<file path="config.mk">
export PLATFORM = sky130hd
export DESIGN_NAME = stall_ctl
export DESIGN_NICKNAME = d
export VERILOG_FILES = /design/src/rtl/stall_ctl.sv
export SDC_FILE = /design/constraint.sdc
export NUM_CORES = 1
export LEC_CHECK = 0
export ABC_AREA = 1
export BUFFER_PORTS_ARGS = -buffer_cell sky130_fd_sc_hd__buf_4
export CAP_MARGIN = 20
export CORE_MARGIN = 1
export CORE_UTILIZATION = 47
export CTS_CLUSTER_SIZE = 20
export DETAILED_ROUTE_END_ITERATION = 8
export PLACE_DENSITY = 0.86
export SLEW_MARGIN = 20
export SYNTH_ARGS = -nofsm -noshare
export SYNTH_HDL_FRONTEND = slang
export SYNTH_SLANG_ARGS = --single-unit
</file>
<file path="constraint.sdc">
create_clock -name clk -period 1.5 [get_ports clk]
set_input_delay 0.075 -clock clk [delete_from_list [all_inputs] [get_ports clk]]
set_output_delay 0.075 -clock clk [all_outputs]
set_load 0.03 [all_outputs]
</file>
<file path="src/rtl/stall_ctl.sv">
// Pipeline interlock for the mips789 core: decides whether the ID stage may
// advance, injects ID/EX bubbles, and tracks the multi-cycle mul/div unit.
module stall_ctl #(
    parameter int MD_CYCLES = 33
) (
    input  logic        clk,
    input  logic        rst,
    input  logic [4:0]  id_rs_rn,
    input  logic [4:0]  id_rt_rn,
    input  logic        id_use_rs,
    input  logic        id_use_rt,
    input  logic        id_is_branch,
    input  logic        id_md_rd,
    input  logic        id_md_start,
    input  logic [4:0]  ex_wr_rn,
    input  logic        ex_we,
    input  logic        ex_is_load,
    input  logic [4:0]  mem_wr_rn,
    input  logic        mem_we,
    input  logic        mem_is_load,
    input  logic        md_start,
    input  logic        ext_pause,
    output logic        pause,
    output logic        id_ex_clr,
    output logic        md_busy,
    output logic [1:0]  stall_state,
    output logic [15:0] stall_cnt
);

    localparam logic [1:0] ST_RUN    = 2'd0;
    localparam logic [1:0] ST_LD     = 2'd1;
    localparam logic [1:0] ST_MD     = 2'd2;
    localparam logic [1:0] ST_FROZEN = 2'd3;
    localparam logic [5:0] MD_LOAD   = 6'(MD_CYCLES);

    logic [5:0] md_cnt;
    logic       ld_ex, br_ex, br_mem, md_hz, ld_haz, haz;

    // r0 is hard-wired zero, so a write to it never creates a dependency.
    function automatic logic reg_match(
        input logic [4:0] rn,
        input logic [4:0] rs,
        input logic [4:0] rt,
        input logic       use_rs,
        input logic       use_rt
    );
        return ((use_rs && rs == rn) || (use_rt && rt == rn)) && (rn != 5'd0);
    endfunction

    function automatic logic [15:0] sat_inc(input logic [15:0] v);
        return (v == 16'hFFFF) ? v : v + 16'd1;
    endfunction

    always_comb begin
        ld_ex  = ex_we && ex_is_load &&
                 reg_match(ex_wr_rn, id_rs_rn, id_rt_rn, id_use_rs, id_use_rt);
        br_ex  = id_is_branch && ex_we &&
                 reg_match(ex_wr_rn, id_rs_rn, id_rt_rn, id_use_rs, id_use_rt);
        br_mem = id_is_branch && mem_we && mem_is_load &&
                 reg_match(mem_wr_rn, id_rs_rn, id_rt_rn, id_use_rs, id_use_rt);
        md_hz  = md_busy && (id_md_rd || id_md_start);
        ld_haz = ld_ex || br_ex || br_mem;
        haz    = ld_haz || md_hz;
    end

    // A frozen pipe holds ID/EX, so no bubble is needed while ext_pause is high.
    always_comb begin
        pause     = haz || ext_pause;
        id_ex_clr = haz && !ext_pause;
        if (ext_pause)
            stall_state = ST_FROZEN;
        else if (md_hz)
            stall_state = ST_MD;
        else if (ld_haz)
            stall_state = ST_LD;
        else
            stall_state = ST_RUN;
    end

    assign md_busy = (md_cnt != 6'd0);

    // The mul/div unit runs free: a new start always reloads, freezes are ignored.
    always_ff @(posedge clk or negedge rst) begin
        if (!rst)
            md_cnt <= 6'd0;
        else if (md_start)
            md_cnt <= MD_LOAD;
        else if (md_cnt != 6'd0)
            md_cnt <= md_cnt - 6'd1;
    end

    always_ff @(posedge clk or negedge rst) begin
        if (!rst)
            stall_cnt <= 16'd0;
        else if (id_ex_clr)
            stall_cnt <= sat_inc(stall_cnt);
    end

endmodule

</file>
==> out/results.tsv, run 1 <==
stage	metric	value	unit
die	Die W	63.4	µm
clocking	clock slew at reported path FFs	80	ps
synthesis	Synth Area in XOR/XNOR	0.0791	
final_layout	layout cells sized above 1	0.348	
worst_setup_path	R2R Path Start	stall_cnt[4]	
timing	total negative slack	-3590	ps
synthesis	post-synth top area share	0.311	
synthesis	Main synth FF type	dfrtp_1	
worst_setup_path	CP Capture Type	output pin	
worst_setup_path	Slowest cell on crit path	dfrtp_1	
synthesis	largest family of logic cells by synthesized area	simple AND/OR/NAND/NOR gates	
synthesis	syn nets	309	
timing	Final Hold Violating Endpoints	0	
pwr	Worst IR Drop VDD	1.08	mV
placement	post-DP HPWL	3490	µm
status	status	finished, violations left	
timing	fin crit period	1740	ps
final_layout	commonest non-fill, non-tap cell in the layout	nand2_1	
detailed_routing	Initial DRT Pass Iterations	5	
worst_setup_path	number of buffers and inverters on the critical path	2	
worst_setup_path	data required time at the worst endpoint	1420	ps
timing	RSZ-0062 raised after global routing	true	
clocking	Clock Tree Buf Depth	2	
placement	Cell Area, Placed	0.00244	mm²
detailed_routing	WL per Instance	15.3	µm
clocking	clk sink count	22	
timing	slew margin rel.	0.613	
global_route	initial antenna violation count	0	
synthesis	library cells used by synthesis	26	
worst_setup_path	Critical Path AT	1670	ps
synthesis	simple-gate portion of the synthesized area	0.468	
die	starting density of the core	0.511	
synthesis	Synth Area in Adders	0.0141	
global_route	total congestion overflow	0	
detailed_routing	DRC	0	
clocking	CTS tree	built	
timing	Final setup violation count	21	
clocking	worst-skew pair later-pin latency	270	ps
synthesis	YS warnings	0	
worst_setup_path	CP max stage delay	400	ps
synthesis	cell count after synthesis	274	
synthesis	synth top area cells	dfrtp_1 31%, nand2_1 24%, nand4_1 7.4%	
detailed_routing	mean number of vias per cell	5.58	
synthesis	post-synthesis mux area share	0	
flow_run	MaxCap Viol Count	0	
synthesis	Post-synth EDFFs	0	
clocking	Clock Root Buffer	clkbuf_8	
die	Rows	21	
timing	Max Slew Vio Count	0	
synthesis	post-synthesis async set-or-reset flop share	1.00	
synthesis	Seq/Total Area, Yosys	0.311	
worst_setup_path	CP Max Fanout	3	
synthesis	syn_area_per_cell	6.47	µm²
final_layout	synth-to-layout area growth	55.9	%
status	violated checks	negative setup slack	
synthesis	post-synthesis cell area	0.00177	mm²
synthesis	compound-gate portion of the synthesized area	0.0374	
global_route	gr usage total	0.265	
detailed_routing	Starting DRT DRC Count	190	
global_route	largest net degree at the start of global routing	23	
worst_setup_path	crit-path cells	nor2_1 -> nand2_4 -> nor2_4 -> nand2_4 -> o21ai_4 -> buf_6 -> nand4_1 -> buf_6	
worst_setup_path	CP Class	reg2out	
timing	fin crit share	1.16	
clocking	TritonCTS Buffers	3	
timing	Slew @ Worst Pin	580	ps
worst_setup_path	startpoint type of the worst setup path	flop	
worst_setup_path	cell family with most CP delay	simple AND/OR/NAND/NOR gates	
final_layout	# diodes	0	
die	core area	0.00347	mm²
placement	Port Buffer Count	53	
final_layout	most frequent cells in the layout	106 x nand2_1, 84 x buf_4, 29 x nor2_1, 28 x inv_1, 21 x nand4_1	
hold_path	Min-Delay Path Class	in2async	
final_layout	filler cell count in the final layout	226	
global_route	first-pass GRT wire length	8560	µm
die	DIE AREA	0.00402	mm²
placement	Final Wtd Congestion	0.895	
die	Ports	54	
timing	skew final	5.25	ps
detailed_routing	drt total wl	6430	µm
global_route	number of global-route vias before repair	1976	
die	chip height	63.4	µm
pwr	leakage	1.58	nW
clocking	# H-tree levels	1	
worst_setup_path	Critical Path Start	md_cnt[2]	
final_layout	# nets final	410	
detailed_routing	vias	2344	
final_layout	fin area	0.00276	mm²
synthesis	number of synthesized register bits	22	
timing	Setup WS post-layout	-245	ps
pwr	PwrDens	842	mW/mm²
detailed_routing	Antenna Nets Post-Route	0	
timing	Max Fclk	0.573	GHz
synthesis	Synth area leader	dfrtp_1	
cells by family (layout without fill, tap and decap cells):
family | after synthesis | count (layout)
xor gates and xnor gates | 16 | 16
buffers and inverters | 40 | 138
DFF | 22 | 22
AOI/OAI and AO/OA | 11 | 11
and+or+nand+nor | 183 | 185
adders and majority gates | 2 | 2
layer usage:
layer  track usage  share of wire
met5             0              0
met4        0.0625          0.029
met3        0.0236           0.10
met2         0.473           0.47
met1         0.340           0.40
worst reg2reg max path: stages (launching register included):
cell	delay [ps]
dfrtp_1	460
nand2_1	150
nor2_4	150
nand2_2	90
nor2_4	190
nand4_4	180
nand3_4	240
nand2_1	90
nand2_1	90
flip-flops by register name, summed over array words and instances (netlist names):
register   cells
md_cnt         6
stall_cnt     16
report_power, final:
group          leakage, nW  switching [mW]  internal, mW  total, mW
logic                 1.26           0.606         0.506       1.11
clock network       0.0288           0.201         0.234      0.435
registers            0.289          0.0976         0.680      0.778
total                 1.58           0.904          1.42       2.32
through the flow:
step           hold slack [ps]  cells  power (mW)  worst slack, ps   util
2_1_floorplan             -221    274        1.27             -162      -
3_3_place_gp             -21.7    396        1.66            -67.7  0.705
3_5_place_dp             -21.1    396        1.68             -122  0.705
4_1_cts                    239    405        2.16             -219  0.742
5_1_grt                    258    420        2.44             -317  0.797
6_report                   225    420        2.32             -245  0.797
cell usage after synthesis, types with 3 or more instances:
cell and instances:
nand4_1 21, inv_1 32, inv_2 3, xor2_1 6
nor3_1 3, nand2_1 111, o21ai_0 3, xnor2_1 10
a21oi_1 3, nand3_1 10, dfrtp_1 22, nor2_1 29
repair_timing:
action	in CTS	in global routing
hold buffers	2	0
pin swaps	6	20
resized for setup	10	18
endpoints found under the hold margin	23	0
setup endpoints to repair	21	22
cloned	0	2
buffers inserted	4	13
layout make-up:
class	instances	area, µm²	area share
inverters	35	131	0.0476
well taps	46	57.6	0.0208
multi-input cells	214	1160	0.422
flip-flops and latches	22	553	0.200
clock buffers	4	55.1	0.0199
repair buffers	99	801	0.290
final timing paths:
check | end | slack [ps] | cells past startpoint
max | pause | -240 | 8
min | md_cnt[0] | 220 | 2
max reg2reg | stall_cnt[4] | -210 | 8
min reg2reg | stall_cnt[14] | 580 | 2
max in group asynchronous | stall_cnt[1] | 1020 | 2
min in group clk | stall_cnt[14] | 410 | 4
Note: power is estimated with default switching activity, not from simulation.
==> run 2, diff against run 1 <==
--- a/config.mk
+++ b/config.mk
@@ -9,10 +9,11 @@
 export BUFFER_PORTS_ARGS = -buffer_cell sky130_fd_sc_hd__buf_4
 export CAP_MARGIN = 20
 export CORE_MARGIN = 1
-export CORE_UTILIZATION = 47
+export CORE_UTILIZATION = 55
 export CTS_CLUSTER_SIZE = 20
 export DETAILED_ROUTE_END_ITERATION = 8
-export PLACE_DENSITY = 0.86
+export GPL_TIMING_DRIVEN = 0
+export PLACE_DENSITY = 0.94
 export SLEW_MARGIN = 20
 export SYNTH_ARGS = -nofsm -noshare
 export SYNTH_HDL_FRONTEND = slang
==> constraint.sdc (replaced) <==
create_clock -name clk -period 2.1 [get_ports clk]
set_input_delay 0.105 -clock clk [delete_from_list [all_inputs] [get_ports clk]]
set_output_delay 0.105 -clock clk [all_outputs]
set_load 0.03 [all_outputs]
==> out/results.tsv, run 2 (synthesis results as in run 1) <==
stage	metric	value	unit	change
status	status	finished clean		
worst_setup_path	data required time at the worst endpoint	2000	ps	+580 ps
timing	fin crit period	1950	ps	
die	Die W	58.8	µm	-7.3%
worst_setup_path	Critical Path Stages	10		+2
worst_setup_path	CP Class	reg2out		
worst_setup_path	FF-to-FF End	stall_cnt[2]		
clocking	clk sink count	22		unchanged
detailed_routing	Antenna Nets Post-Route	0		unchanged
final_layout	Largest register FFs	16		unchanged
final_layout	synth-to-layout area growth	30.6	%	
timing	RSZ-0062 raised after global routing	false		
flow_run	MaxCap Viol Count	0		unchanged
worst_setup_path	startpoint type of the worst setup path	flop		
die	Rows	20		-4.8%
final_layout	most frequent cells in the layout	111 x nand2_1, 55 x buf_4, 32 x inv_1, 29 x nor2_1, 22 x dfrtp_1		
clocking	Clock Root Buffer	clkbuf_4		
placement	Port Buffer Count	53		unchanged
placement	post-DP HPWL	3350	µm	-3.8%
final_layout	largest register by flop count	stall_cnt		
pwr	Worst IR Drop VDD	0.618	mV	-43%
pwr	PwrDens	608	mW/mm²	-28%
detailed_routing	Initial DRT Pass Iterations	4		-1
die	DIE AREA	0.00345	mm²	-14%
worst_setup_path	CP Capture Type	output pin		
timing	Max Slew Vio Count	0		unchanged
clocking	TritonCTS Buffers	3		unchanged
clocking	worst-skew pair later-pin latency	320	ps	+50 ps
global_route	total congestion overflow	0		unchanged
worst_setup_path	CP max stage delay	380	ps	-20 ps
die	Ports	54		unchanged
hold_path	Min-Delay Path Class	in2reg		
worst_setup_path	R2R cell count	12		+4
worst_setup_path	R2R Setup Slk	200	ps	+410 ps
timing	total negative slack	0	ps	+3590 ps
detailed_routing	mean number of vias per cell	5.08		-9.0%
timing	Final setup violation count	0		-100%
timing	Slew @ Worst Pin	434	ps	-146 ps
detailed_routing	vias	1920		-18%
placement	Cell Area, Placed	0.00222	mm²	-9.0%
final_layout	commonest non-fill, non-tap cell in the layout	nand2_1		
pwr	Tot Pwr	1.41	mW	-39%
worst_setup_path	number of buffers and inverters on the critical path	3		+1
final_layout	biggest regs	stall_cnt: 16 flops, md_cnt: 6 flops		
final_layout	layout cells sized above 1	0.222		-0.126
hold_path	hold path depth	5		
global_route	first-pass GRT wire length	7040	µm	-18%
detailed_routing	DRC	0		unchanged
detailed_routing	Starting DRT DRC Count	94		-51%
hold_path	Hold EP	stall_cnt[9]		
detailed_routing	WL per Instance	11.4	µm	-25%
timing	fin crit share	0.928		
global_route	initial antenna violation count	0		unchanged
worst_setup_path	Slowest cell on crit path	dfrtp_1		
placement	Final Wtd Congestion	0.904		+0.93%
timing	Max Fclk	0.513	GHz	
pwr	leakage	1.33	nW	-16%
timing	slew margin rel.	0.711		+0.0981
die	core area	0.00305	mm²	-12%
worst_setup_path	CP Max Fanout	9		+6
clocking	Clock Tree Buf Depth	2		unchanged
die	chip height	58.8	µm	-7.3%
clocking	clock slew at reported path FFs	130	ps	+50 ps
die	starting density of the core	0.580		+0.0695
global_route	largest net degree at the start of global routing	23		unchanged
worst_setup_path	cell family with most CP delay	simple AND/OR/NAND/NOR gates		
final_layout	# nets final	370		-9.8%
final_layout	# diodes	0		unchanged
clocking	CTS tree	built		
global_route	gr usage total	0.264		-0.000803
detailed_routing	drt total wl	4310	µm	-33%
final_layout	fin area	0.00231	mm²	-16%
worst_setup_path	R2R Path Start	md_cnt[0]		
clocking	# H-tree levels	1		unchanged
worst_setup_path	crit-path cells	inv_1 -> ha_1 -> nand2_1 -> nor2_2 -> nand2_2 -> o21ai_4 -> nand3_4 -> nand2_1 -> inv_1 -> buf_4		
timing	skew final	5.23	ps	-0.0179 ps
timing	Final Hold Violating Endpoints	0		unchanged
worst_setup_path	Critical Path AT	1840	ps	+170 ps
hold_path	hold path start	ext_pause		
global_route	number of global-route vias before repair	1691		-14%
-- run 2: worst max path at each step --
stage                 start             to  slack [ps]
2_1_floorplan  stall_cnt[0]  stall_cnt[12]         260
3_3_place_gp      md_cnt[0]      id_ex_clr         210
3_5_place_dp      md_cnt[0]      id_ex_clr         190
4_1_cts           md_cnt[0]      id_ex_clr         110
5_1_grt           md_cnt[0]          pause          10
6_report          md_cnt[0]      id_ex_clr         150
-- run 2: layout make-up --
type                    instances  area, µm²
clock buffers                   3       22.5
multi-input cells             212       1070
flip-flops and latches         22        551
well taps                      44       55.1
plain buffers                   4       23.8
clock inverters                 1       30.0
repair buffers                 57        433
inverters                      35        131
fillers                       264        738
-- run 2: worst min-delay path: stages --
cell and delay, ps:
buf_4 80, inv_1 60, nand3_4 120, nand2_1 50
nand2_1 50
-- run 2: power breakdown --
group	internal, mW	switching [mW]
logic	0.215	0.302
registers	0.483	0.0736
clock network	0.193	0.141
total	0.891	0.517
-- run 2: per-stage QoR --
stage / utilization / std cells / setup slack, ps / hold slack (ps)
2_1_floorplan: - / 274 / 257 / -191
3_3_place_gp: 0.729 / 371 / 210 / 10.1
3_5_place_dp: 0.729 / 371 / 194 / 11.1
4_1_cts: 0.756 / 378 / 113 / 164
5_1_grt: 0.758 / 378 / 10.8 / 183
6_report: 0.758 / 378 / 152 / 165
-- run 2: routing by layer --
metal	global-route usage	up-vias	wire length, µm
li1	-	987	-
met1	0.335	873	1870
met2	0.468	53	2160
met3	0.0286	7	220
met4	0.0850	0	62
met5	0	-	0
-- run 2: repair_timing --
action                     in CTS  in global routing
setup endpoints to repair       1                  3
hold buffers                    2                  0
buffers inserted                2                  0
gates resized for setup         0                  1
hold endpoints to repair       25                  0
pin swaps                       1                  0
